==> src/rtl/adder_eval_pkg.sv <==
// Shared types and constants for the approximate-adder error-evaluation controllers.
// Holds the controller state encoding, pair-generator modes and the LFSR polynomial.
package adder_eval_pkg;

  localparam int DEF_W  = 16;
  localparam int DEF_OW = 17;
  localparam int DEF_CW = 32;

  // Right-shift Galois form of x^32 + x^22 + x^2 + x + 1.
  localparam logic [31:0] LFSR_TAPS = 32'h8020_0003;

  localparam logic MODE_COUNT = 1'b0;
  localparam logic MODE_LFSR  = 1'b1;

  typedef enum logic [1:0] {
    ST_IDLE  = 2'd0,
    ST_RUN   = 2'd1,
    ST_DRAIN = 2'd2,
    ST_DONE  = 2'd3
  } eval_state_t;

  function automatic logic [31:0] lfsr_step(input logic [31:0] s);
    return (s >> 1) ^ (s[0] ? LFSR_TAPS : 32'd0);
  endfunction

endpackage

==> src/rtl/eval_lfsr32.sv <==
// 32-bit Galois LFSR with synchronous load and advance enable.
// A zero seed would lock the register at zero, so it is replaced by 1 on load.
module eval_lfsr32
  import adder_eval_pkg::*;
(
  input  logic        clk,
  input  logic        rst_n,
  input  logic        load,
  input  logic [31:0] seed,
  input  logic        advance,
  output logic [31:0] state
);

  // NOTE: sequential state uses non-blocking assignments only, so every flop samples pre-edge values.
  always_ff @(posedge clk or negedge rst_n) begin
    if (!rst_n) begin
      state <= 32'd1;
    end else if (load) begin
      state <= (seed == 32'd0) ? 32'd1 : seed;
    end else if (advance) begin
      state <= lfsr_step(state);
    end
  end

endmodule

==> src/rtl/approx_adder_eval_ctrl.sv <==
// Drives operand pairs into an external approximate adder, compares its sum with the
// exact sum one cycle later and accumulates mismatch count, total and maximum |error|.
module approx_adder_eval_ctrl
  import adder_eval_pkg::*;
#(
  parameter int W  = DEF_W,
  parameter int OW = DEF_OW,
  parameter int CW = DEF_CW
) (
  input  logic             clk,
  input  logic             rst_n,
  input  logic             start,
  input  logic             abort,
  input  logic             mode,
  input  logic [31:0]      seed,
  input  logic [CW-1:0]    n_samples,
  output logic [W-1:0]     op_a,
  output logic [W-1:0]     op_b,
  input  logic [OW-1:0]    dut_sum,
  output logic             busy,
  output logic             done,
  output logic [CW-1:0]    err_cnt,
  output logic [OW+CW-1:0] sum_abs_err,
  output logic [OW-1:0]    max_abs_err,
  output logic [CW-1:0]    sample_cnt
);

  eval_state_t state, state_nxt;

  logic          accept;
  logic          issue;
  logic          compare;
  logic          mode_q;
  logic          cmp_v;
  logic [31:0]   cnt_gen;
  logic [31:0]   lfsr_state;
  logic [31:0]   gen;
  logic [CW-1:0] remaining;

  logic [OW-1:0]        exact;
  logic signed [OW:0]   diff;
  logic signed [OW:0]   diff_abs;
  logic [OW-1:0]        abs_err;

  eval_lfsr32 u_lfsr (
    .clk     (clk),
    .rst_n   (rst_n),
    .load    (accept),
    .seed    (seed),
    .advance (issue),
    .state   (lfsr_state)
  );

  assign gen = (mode_q == MODE_LFSR) ? lfsr_state : cnt_gen;

  // State register
  always_ff @(posedge clk or negedge rst_n) begin
    if (!rst_n) begin
      state <= ST_IDLE;
    end else begin
      state <= state_nxt;
    end
  end

  // Next-state logic; abort has priority over everything while busy.
  // NOTE: default assignment first so no path through the case can infer a latch.
  always_comb begin
    state_nxt = state;
    case (state)
      ST_IDLE, ST_DONE: begin
        if (start) begin
          state_nxt = (n_samples == '0) ? ST_DONE : ST_RUN;
        end
      end
      ST_RUN: begin
        if (abort) begin
          state_nxt = ST_IDLE;
        end else if (remaining == CW'(1)) begin
          state_nxt = ST_DRAIN;
        end
      end
      ST_DRAIN: begin
        state_nxt = abort ? ST_IDLE : ST_DONE;
      end
      default: state_nxt = ST_IDLE;
    endcase
  end

  // Output / control decode
  always_comb begin
    busy    = 1'b0;
    done    = 1'b0;
    accept  = 1'b0;
    issue   = 1'b0;
    compare = 1'b0;
    case (state)
      ST_IDLE: begin
        accept = start;
      end
      ST_RUN: begin
        busy    = 1'b1;
        issue   = !abort;
        compare = cmp_v;
      end
      ST_DRAIN: begin
        busy    = 1'b1;
        compare = cmp_v;
      end
      ST_DONE: begin
        done   = 1'b1;
        accept = start;
      end
      default: ;
    endcase
  end

  // The operand registers hold the pair under test for a full cycle, so they double
  // as the delayed copies from which the exact reference sum is formed.
  always_comb begin
    exact    = OW'(op_a) + OW'(op_b);
    diff     = $signed({1'b0, exact}) - $signed({1'b0, dut_sum});
    diff_abs = diff[OW] ? -diff : diff;
    abs_err  = diff_abs[OW-1:0];
  end

  always_ff @(posedge clk or negedge rst_n) begin
    if (!rst_n) begin
      mode_q      <= MODE_COUNT;
      cnt_gen     <= '0;
      remaining   <= '0;
      cmp_v       <= 1'b0;
      op_a        <= '0;
      op_b        <= '0;
      err_cnt     <= '0;
      sum_abs_err <= '0;
      max_abs_err <= '0;
      sample_cnt  <= '0;
    end else begin
      cmp_v <= issue;

      if (accept) begin
        mode_q      <= mode;
        cnt_gen     <= seed;
        remaining   <= n_samples;
        err_cnt     <= '0;
        sum_abs_err <= '0;
        max_abs_err <= '0;
        sample_cnt  <= '0;
      end

      if (issue) begin
        op_a      <= gen[W-1:0];
        op_b      <= gen[2*W-1:W];
        cnt_gen   <= cnt_gen + 32'd1;
        remaining <= remaining - CW'(1);
      end

      if (compare) begin
        sample_cnt  <= sample_cnt + CW'(1);
        sum_abs_err <= sum_abs_err + (OW+CW)'(abs_err);
        if (abs_err != '0) begin
          err_cnt <= err_cnt + CW'(1);
        end
        if (abs_err > max_abs_err) begin
          max_abs_err <= abs_err;
        end
      end
    end
  end

endmodule

==> config.mk <==
export PLATFORM = sky130hd
export DESIGN_NAME = approx_adder_eval_ctrl
export DESIGN_NICKNAME = d
export VERILOG_FILES = /design/src/rtl/adder_eval_pkg.sv /design/src/rtl/eval_lfsr32.sv /design/src/rtl/approx_adder_eval_ctrl.sv
export SDC_FILE = /design/constraint.sdc
export NUM_CORES = 1
export LEC_CHECK = 0
export CAP_MARGIN = 20
export CORE_AREA = 5 5 219 221
export CTS_BUF_LIST = sky130_fd_sc_hd__clkbuf_4
export DETAILED_ROUTE_END_ITERATION = 8
export DIE_AREA = 0 0 224 226
export PLACE_DENSITY = 0.63
export SKIP_CTS_REPAIR_TIMING = 1
export SLEW_MARGIN = 15
export SYNTH_ARGS = -nofsm -noshare
export SYNTH_HDL_FRONTEND = slang
export SYNTH_SLANG_ARGS = --single-unit
==> constraint.sdc <==
create_clock -name clk -period 6.3 [get_ports clk]
set_input_delay 0.63 -clock clk [delete_from_list [all_inputs] [get_ports clk]]
set_output_delay 0.63 -clock clk [all_outputs]
set_load 0.1 [all_outputs]
# Word-level counts from Yosys, hierarchy flattened
# Cells that the tools add are included.
# op_classes
mux	31
n_eq_ne	6
order_cmp	1
n_addsub	8
reduce_logical	10
n_bitwise	1
# op_table
op	n
$mux 32	14
$mux 49	2
$add 32x1->32 const B	3
$mux 17	4
$logic_not 32->1	2
$add 49x17->49	1
$eq 32x1->1 const B	1
$sub 32x1->32 const B	1
$xor 31x32->32	1
$sub 17x17->18	1
$add 16x16->17	1
$gt 17x17->1	1
$neg 17->17	1
$reduce_bool 17->1	1
$mux 2	5
$pmux 2 s3	1
$mux 1	5
$eq 2x2->1 const B	2
$reduce_bool 2->1	2
$reduce_or 2->1	2
$ne 3x3->1 const B	1
$eq 2x1->1 const B	1
$logic_not 2->1	1
$ne 2x1->1 const B	1
2 further kinds	2
# totals
output_inout_bits	164
ff_bits	262
wordCells	69
in_bits	86

# Depth between registers and ports, before layout
# Gate-level depths: netlist (run 1).
# depth
depth_word	7
mapped_depth	27
ltp_nobuf	24

# Cells and area by module
# Synthesis (run 1) repeated with hierarchy kept, for this count alone.
# hier_totals
cells_unflattened	1873
area_unflattened_um2	16379.5
# by_module_without_submodules
mod	instances	cells_per_inst	area_per_inst_um2
approx_adder_eval_ctrl	1	1718	14784.2
eval_lfsr32	1	155	1595.3

# Worst setup path before layout (run 1)
# OpenSTA, ideal clock, no wires.
# synth_path
kind	register -> register
start	register op_a[4]
end	register sum_abs_err[30]
period_less_slack_ns	6.394
t_arrival_ns	6.301
path_buffers	2
path_stages_with_launch	23
t_required_ns	6.207
path_slack_ns	-0.094
path_cell_list	dfrtp_1 -> inv_1 -> fa_1 -> inv_1 -> ha_1 -> a21oi_2 -> nor2b_2 -> or4_4 -> a2111oi_4 -> nand3_4 -> o41ai_4 -> xor2_2 -> inv_1 -> ha_1 -> or3_1 -> o211ai_1 -> a21boi_0 -> a211oi_1 -> or4_1 -> clkbuf_1 -> buf_1 -> nand3_1 -> o21ai_0
# synth_via
elab_chain_len	6
# synth_lines
element	line_no	source
start, declared	approx_adder_eval_ctrl.sv:17	output logic [W-1:0] op_a,
start signal, assigned	approx_adder_eval_ctrl.sv:152	op_a <= gen[W-1:0];
$add 16x16->17 (*)	approx_adder_eval_ctrl.sv:120	exact = OW'(op_a) + OW'(op_b);
$sub 17x17->18 (*)	approx_adder_eval_ctrl.sv:121	diff = $signed({1'b0, exact}) - $signed({1'b0, dut_sum});
$neg 17->17	approx_adder_eval_ctrl.sv:122	diff_abs = diff[OW] ? -diff : diff;
$mux 17 (*)	approx_adder_eval_ctrl.sv:122	
$add 49x17->49 (*)	approx_adder_eval_ctrl.sv:160	sum_abs_err <= sum_abs_err + (OW+CW)'(abs_err);
$mux 49 (*)	approx_adder_eval_ctrl.sv:158	if (compare) begin
end signal, assigned	approx_adder_eval_ctrl.sv:160	
end, declared	approx_adder_eval_ctrl.sv:23	output logic [OW+CW-1:0] sum_abs_err,
# Every way passes the cells marked *; elsewhere a longest branch is shown, timed or not.
# A chain may end at the register's enable or synchronous reset.

# Worst setup path in the final report (run 1)
# layout_path
start	register op_a[1]
end	register sum_abs_err[48]
# Same word-level chain as after synthesis.

==> results of run 1 <==
## tightest hold or removal path: cells and delay by family
kind	cells	cell delay, ns
buffers and inverters	1	0.44
and+or+nand+nor	2	0.13
## how the worst max path moves through the flow
stage / startpoint / endpoint / slack [ns]
5_1_grt: op_a[1] / sum_abs_err[38] / 0.003
2_1_floorplan: op_a[1] / sum_abs_err[30] / 0.02
3_3_place_gp: dut_sum[4] / sum_abs_err[48] / -0.04
4_1_cts: op_a[1] / sum_abs_err[48] / 0.38
3_5_place_dp: dut_sum[4] / sum_abs_err[48] / -0.12
6_report: op_a[1] / sum_abs_err[48] / 0.44
## metal layers
| layer | track usage | share of wire | wire [um] |
|---|---|---|---|
| met4 | 0.0708 | 0.026 | 1340 |
| met2 | 0.321 | 0.47 | 24000 |
| met3 | 0.0416 | 0.063 | 3200 |
| met1 | 0.264 | 0.44 | 22400 |
| met5 | 0 | 0 | 0 |
## final cells by class
cell class	instances	area, um^2
fill	4523	25100
multi-input combinational	1396	8880
sequential	262	6560
timing repair buffer	327	3110
clock buffer	115	863
tap	607	759
inverter	134	505
clock inverter	23	156
antenna	4	10.0
## cells by family (layout without fill, tap and decap cells)
group,Yosys count,in the layout,share of synthesized area
AO/OA/AOI/OAI,452,452,0.192
AND/OR/NAND/NOR,751,751,0.214
flip-flops,262,262,0.402
XOR/XNOR,39,39,0.0214
adder cells (fa/ha/maj),80,80,0.0691
other,0,4,0
multiplexers,74,74,0.0461
buffers and inverters,220,599,0.0565
## metrics by stage
stage | cells | hold slack, ns | cell area [um^2] | TNS [ns]
final | 2868 | 0.431 | 20900 | 0
after global routing | 2868 | 0.368 | 20900 | 0
after floorplan | 1878 | 0.334 | 16300 | 0
after detailed placement | 2725 | 0.481 | 19800 | -0.772
after CTS | 2863 | -0.115 | 20800 | 0
after global placement | 2725 | 0.473 | 19800 | -0.152
## cells in the mapped netlist, drive strengths merged, types with 12 or more instances
library cell    n  area share
xnor2          15      0.0080
o31ai          35       0.017
nand2         219       0.050
xor2           24       0.013
or2            12      0.0046
buf            15      0.0069
nor4           34       0.014
fa             17       0.021
inv           133       0.031
clkbuf         71       0.019
nor2          229       0.053
dfrtp         261        0.40
nand4          25      0.0096
a211oi         27       0.013
and2           14      0.0054
ha             63       0.048
nand3         102       0.032
and3           27       0.010
a221o          28       0.017
mux2i          64       0.039
nor3           50       0.016
a311oi         19       0.010
o211ai         33       0.015
o21ai          92       0.028
a21oi          97       0.031
a31oi          37       0.014
## registers in the layout, indices dropped and copies added, names as in the netlist
name,cells
sum_abs_err,49
cnt_gen,32
err_cnt,32
remaining,32
sample_cnt,32
u_lfsr.state,32
max_abs_err,17
op_a,16
op_b,16
state,2
cmp_v,1
mode_q,1
==> flow_summary.ini, run 1 <==
[worst_setup_path]
chain_of_cells_forming_the_critical_path = inv_1, fa_1, fa_1, nor2b_2, o21ai_0, xnor2_1, buf_4, nor3_1, nand3b_1, and2_1, ha_1, or3_1, o21ai_0, a31oi_2, o211ai_1, a21boi_0, a211oi_1, or4_1, buf_4, o211ai_1, o31ai_1
critPathRequiredTime_ns = 6.99
worstPathMaxFanout = 10
critical_path_buf_inv_count = 3
worst_path_max_delay_cell = xnor2_1
crit_cells = 21
worst_reg2reg_path_length_in_cells = 21
worstSetupStartpointType = register
rr_endpoint = sum_abs_err[48]
kind_of_capture_point_of_the_worst_setup_path = register
worstReg2RegStart = op_a[1]
timing.reg2reg.setup_slack_ns = 0.44
critPathTopFamily = compound AO/OA/AOI/OAI gates
maximum_single_stage_delay_on_the_critical_path_ns = 0.55
timing_worst_setup_path_type = reg -> reg
worst-endpoint-arrival_ns = 6.55

[sta]
maxClockFrequency_ghz = 0.171
min_period_over_period = 0.931
report.final.hold_viol_count = 0
timing.final.crit_period_ns = 5.86
final.setup.worst_slack_ns = 0.437
timing.slew.headroom = 0.270
actual_transition_at_the_worst_max_transition_pin_ns = 1.09
setup_viol = 0
drv_slew = 0
grt_setup_unrepaired = no
finalClockSkew_ns = 0.0492

[synth]
ys_warn_count = 0
syn_area_per_cell_um2 = 8.70
synth_enable_flop_cells = 0
register_bit_count_reported_by_yosys = 262
yosysSeqAreaShare = 0.402
syn_nets = 2044
synth_top_flop_cell = dfrtp_1
synth-async-reset-ratio = 1.00
synthesis.area_mm2 = 0.0163
post_synth_num_cell_types = 89
syn-instance-count = 1878

[floorplan]
die_x_um = 224
floorplan.initialDensity = 0.355
die_area_mm2 = 0.0506
pin_count = 250
floorplan.rows = 79
core_area_mm2 = 0.0460
die_height_um = 226

[hold_path]
worst_hold_path.num_cells = 3
hold_end = mode_q
startpoint_of_the_lowest_slack_hold_path = mode
hold_path_class = in -> reg

[detailed_routing]
wirelength_mm = 51.0
first_pass_iters = 5
routed_wire_length_per_instance_um = 17.8
detail_route.drc_violations = 0
drt_iter0_markers = 1192
drt.antenna.violating_nets = 0
post_drt_via_cell_ratio = 5.42
via_count = 15551

[clock_tree]
clk_pin_slew_worst_paths_ns = 0.06
clkLatencyLatePin_ns = 0.81
clock_sinks = 262
tritoncts_clock_tree = yes
root_buffer = clkbuf_4
cts-buffers-inserted = 78
htree_num_levels = 3
ctsLongestPathBuffers = 3

[finish]
synthToLayoutAreaGrowth_pct = 27.7
layout_commonest_cell = dfrtp_1
final_layout_size_suffix_gt1_frac = 0.117
nNetsFinal = 2365
mostFrequentLayoutCells = dfrtp_1 (257), clkdlybuf4s50_1 (248), nor2_1 (225)
final_core_util = 0.454

[placed_design]
pre_cts_ws_ns = -0.120
detailedPlacementHpwl_mm = 37.1
globalplace.congestion = 0.891
buffers_added_on_ports = 249

[outcome]
run_status = finished clean

[global_route]
grtUsageTotal = 0.198
first_pass_grt_wire_length_mm = 82.3
grt_start_max_net_pins = 142
number_of_global_route_vias_before_repair = 15306
antenna_violations_before_repair = 2
gr-total-overflow = 0

[run]
cap_viol_max_count = 0
Power of run 1 is left out: the tool's default activity adds up to more than one toggle a clock period on the data nets, which glitch-free logic cannot reach.
==> run 2, diff against run 1 <==
- RECOVER_POWER: unset -> 25
==> run 2 against run 1 <==
  * The flow now finishes with violations (capacitance limit, slew limit)
  * Fmax about the same
  * Global-route usage is the same
  * Routed wire length is 0.12% lower
  * Flip-flop and latch count did not move
  * Clock skew up 0.0020 ns
  * Setup slack is essentially flat
  * Non-clock buffer count is the same
  * Critical path depth up 2
  * Cell count about the same
==> flow_summary.ini, run 2 (synthesized netlist as in run 1, its figures left out) <==
[global_route]
first_pass_grt_wire_length_mm = 82.3
grtUsageTotal = 0.198
antenna_violations_before_repair = 2
gr-total-overflow = 0
number_of_global_route_vias_before_repair = 15306
grt_start_max_net_pins = 142

[sta]
min_period_over_period = 0.931
actual_transition_at_the_worst_max_transition_pin_ns = 3.13
report.final.hold_viol_count = 0
setup_viol = 0
final.setup.worst_slack_ns = 0.436
timing.slew.headroom = -1.09
grt_setup_unrepaired = no
fin_worst_hold_slack_ns = 0.432
drv_slew = 330
finalClockSkew_ns = 0.0513
maxClockFrequency_ghz = 0.171
timing.final.crit_period_ns = 5.86

[finish]
final_layout_size_suffix_gt1_frac = 0.117
max_reg_flops = 49
synthToLayoutAreaGrowth_pct = 27.5
registers.top_by_ff_count = sum_abs_err
finish.cell_count_without_fillers = 2869
layout_commonest_cell = dfrtp_1
mostFrequentLayoutCells = dfrtp_1 (257), clkdlybuf4s50_1 (248), nor2_1 (225)
nNetsFinal = 2365
final_design_area_no_fill_mm2 = 0.0208

[detailed_routing]
detailroute.wirelength.met2_mm = 24.0
top_layer_used = met4
route.layer.met1.wl_mm = 22.4
routed_wire_length_per_instance_um = 17.8
first_pass_iters = 5
dr_wl_met3_mm = 3.20
via_count = 15569
wirelength_mm = 50.9
post_drt_via_cell_ratio = 5.43
drt.antenna.violating_nets = 0
detail_route.drc_violations = 0
drt_iter0_markers = 1267

[worst_setup_path]
timing_worst_setup_path_type = reg -> reg
critPathTopFamily = compound AO/OA/AOI/OAI gates
worst-endpoint-arrival_ns = 6.53
kind_of_capture_point_of_the_worst_setup_path = register
worst_path_max_delay_cell = fa_1
critical_path_buf_inv_count = 3
critPathRequiredTime_ns = 6.96
worstSetupStartpointType = register
maximum_single_stage_delay_on_the_critical_path_ns = 0.53
timing.reg2reg.setup_slack_ns = 0.44
chain_of_cells_forming_the_critical_path = inv_1, fa_1, inv_1, ha_1, nor2b_2, o2111a_1, or4_4, a2111oi_4, nand3_4, nand2_1, xor2_1, ha_1, nand3_1, nor2_1, o21ai_0, a31oi_2, o211ai_1, a21boi_0, a211oi_1, or4_1, buf_4, o211ai_1, o31ai_1
worstPathMaxFanout = 10

[placed_design]
buffers_added_on_ports = 249
detailedPlacementHpwl_mm = 37.1
place_inst = 2725
place_area_mm2 = 0.0198
globalplace.congestion = 0.891
pre_cts_ws_ns = -0.120

[clock_tree]
cts-buffers-inserted = 78
clock_sinks = 262
htree_num_levels = 3
clkLatencyLatePin_ns = 0.82
ctsLongestPathBuffers = 3
tritoncts_clock_tree = yes
root_buffer = clkbuf_4
clk_pin_slew_worst_paths_ns = 0.06

[floorplan]
die_x_um = 224
floorplan.initialDensity = 0.355
die_area_mm2 = 0.0506
core_area_mm2 = 0.0460
die_height_um = 226
floorplan.rows = 79
pin_count = 250

[outcome]
failed_checks = capacitance limit, slew limit
run_status = finished, violations left

[run]
cap_viol_max_count = 3

[hold_path]
hold_path_class = in -> reg
run 2: cell type report:
type | count | area, um^2
fill | 4530 | 25100
clock inverter | 23 | 156
sequential | 262 | 6560
timing repair buffer | 327 | 3080
tap | 607 | 759
multi-input combinational | 1396 | 8880
clock buffer | 115 | 863
inverter | 134 | 504
antenna | 5 | 12.5
run 2: metal layers:
metal	GRT usage	vias up
met5	0	-
met4	0.0708	0
met3	0.0416	105
met2	0.321	515
met1	0.264	7481
li1	-	7468
run 2: worst paths after layout:
path                                 from         endpoint  depth (start not counted)
max                               op_a[2]  sum_abs_err[48]                         23
min                                  mode           mode_q                          3
max reg2reg                       op_a[2]  sum_abs_err[48]                         23
min reg2reg                sample_cnt[31]   sample_cnt[31]                          1
max in group asynchronous           rst_n          op_b[2]                          3
min in group asynchronous           rst_n   max_abs_err[3]                          2
run 2: worst min-delay path, stage by stage:
cell	delay [ns]
clkdlybuf4s50_1	0.44
nand2_1	0.08
nand2_1	0.05
run 2: metrics by stage:
step,utilization,setup TNS [ns]
after floorplan,-,0
after global placement,0.431,-0.152
after detailed placement,0.431,-0.772
after CTS,0.453,0
after global routing,0.453,0
final,0.453,0
Power of run 2 is left out for the same reason.
==> run 3, diff against run 2 <==
- PLACE_DENSITY: 0.63 -> 0.64
==> run 3 against run 2 <==
  * The flow still finishes with violations (capacitance limit, slew limit)
  * Fmax barely moved
  * Count of clock-buffer cells in the layout down 8
  * Highest routed layer unchanged
  * Critical endpoint is now sum_abs_err[36]
  * Flip-flop and latch count is the same
  * Setup slack got worse by 0.0041 ns
  * Non-clock buffer count grew 5
==> flow_summary.ini, run 3 (synthesized netlist as in run 1, its figures left out) <==
[finish]
final_layout_size_suffix_gt1_frac = 0.115
nNetsFinal = 2370
max_reg_flops = 49
synthToLayoutAreaGrowth_pct = 27.3
mostFrequentLayoutCells = dfrtp_1 (257), clkdlybuf4s50_1 (248), nor2_1 (225)
registers.top_by_ff_count = sum_abs_err
filler_cell_count = 4534
layout_commonest_cell = dfrtp_1

[placed_design]
detailedPlacementHpwl_mm = 36.9
buffers_added_on_ports = 249
pre_cts_ws_ns = -0.0883
globalplace.congestion = 0.874

[global_route]
gr-total-overflow = 0
number_of_global_route_vias_before_repair = 15609
grt_start_max_net_pins = 111
first_pass_grt_wire_length_mm = 82.3
antenna_violations_before_repair = 2
grtUsageTotal = 0.198

[worst_setup_path]
maximum_single_stage_delay_on_the_critical_path_ns = 0.60
worstPathMaxFanout = 19
kind_of_capture_point_of_the_worst_setup_path = register
worst_reg2reg_path_length_in_cells = 25
worstSetupStartpointType = register
critical_path.endpoint = sum_abs_err[36]
worstReg2RegStart = op_a[1]
worst_path_max_delay_cell = fa_1
cpMostUsedCell = buf_4
timing.reg2reg.setup_slack_ns = 0.43
startpoint = op_a[1]
rr_endpoint = sum_abs_err[36]
timing_worst_setup_path_type = reg -> reg
critPathRequiredTime_ns = 7.00
worst-endpoint-arrival_ns = 6.56

[sta]
drv_slew = 97
grt_setup_unrepaired = no
maxClockFrequency_ghz = 0.170
timing.slew.headroom = -1.96
finalClockSkew_ns = 0.0384
setup_viol = 0
timing.final.crit_period_ns = 5.87
actual_transition_at_the_worst_max_transition_pin_ns = 4.44
final.setup.worst_slack_ns = 0.432
report.final.hold_viol_count = 0
min_period_over_period = 0.931

[floorplan]
die_x_um = 224
die_area_mm2 = 0.0506
core_area_mm2 = 0.0460
die_height_um = 226
floorplan.initialDensity = 0.355
pin_count = 250
floorplan.rows = 79

[clock_tree]
root_buffer = clkbuf_4
clock_sinks = 262
clk_pin_slew_worst_paths_ns = 0.07
cts-buffers-inserted = 78
tritoncts_clock_tree = yes
htree_num_levels = 3
clkLatencyLatePin_ns = 0.79
ctsLongestPathBuffers = 3

[detailed_routing]
wirelength_mm = 50.7
drt_iter0_markers = 1256
detail_route.drc_violations = 0
routed_wire_length_per_instance_um = 17.7
post_drt_via_cell_ratio = 5.41
first_pass_iters = 5
drt.antenna.violating_nets = 0
via_count = 15523

[outcome]
run_status = finished, violations left
failed_checks = capacitance limit, slew limit

[hold_path]
hold_path_class = in -> reg

[run]
cap_viol_max_count = 1
## run 3: cell count changes in the layout (fill, tap and decap cells not counted), moves of 2 or more
cell / before / now
clkbuf_4: 116 / 107
diode_2: 5 / 3
buf_4: 74 / 80
clkinv_1: 16 / 19
## run 3: final cells by class
class | instances | area, um^2 | share of cell area
Multi-Input combinational cell | 1396 | 8870 | 0.427
Sequential cell | 262 | 6560 | 0.316
Inverter | 134 | 504 | 0.0243
Antenna cell | 3 | 7.51 | 0.000361
Clock inverter | 26 | 160 | 0.00770
Clock buffer | 107 | 803 | 0.0386
Timing Repair Buffer | 332 | 3120 | 0.150
Tap cell | 607 | 759 | 0.0365
## run 3: worst min path at each step
stage                    from              to  slack [ns]  cells past startpoint
2_1_floorplan           rst_n           cmp_v        0.33                      0
3_3_place_gp   sample_cnt[31]  sample_cnt[31]        0.47                      1
3_5_place_dp   sample_cnt[31]  sample_cnt[31]        0.49                      1
4_1_cts                 rst_n  max_abs_err[5]       -0.17                      1
5_1_grt                  mode          mode_q        0.38                      3
6_report                 mode          mode_q        0.44                      3
## run 3: per-stage QoR
stage               cell area, um^2  TNS [ns]  utilization  cells  hold slack, ns
CTS                           20800         0        0.452   2863          -0.172
global route                  20800         0        0.452   2867           0.375
detailed placement            19800    -0.129        0.431   2730           0.486
finish                        20800         0        0.452   2867           0.443
floorplan                     16300         0            -   1878           0.334
global placement              19800    -0.527        0.431   2730           0.468
## run 3: critical path: cells and delay by family (launching register included)
| family | cells | cell delay [ns] |
|---|---|---|
| multiplexers | 1 | 0.21 |
| flip-flops | 1 | 0.41 |
| AO/OA/AOI/OAI | 9 | 1.62 |
| AND/OR/NAND/NOR | 7 | 1.64 |
| buffers and inverters | 5 | 0.69 |
| adder cells (fa/ha/maj) | 3 | 1.21 |
## run 3: metal layers
| metal | GRT usage | vias to the layer above | wire (um) |
|---|---|---|---|
| met3 | 0.0507 | 74 | 3280 |
| met4 | 0.0530 | 0 | 993 |
| met5 | 0 | - | 0 |
| li1 | - | 7459 | - |
| met2 | 0.327 | 481 | 24300 |
| met1 | 0.259 | 7509 | 22200 |
Power of run 3 is left out for the same reason.
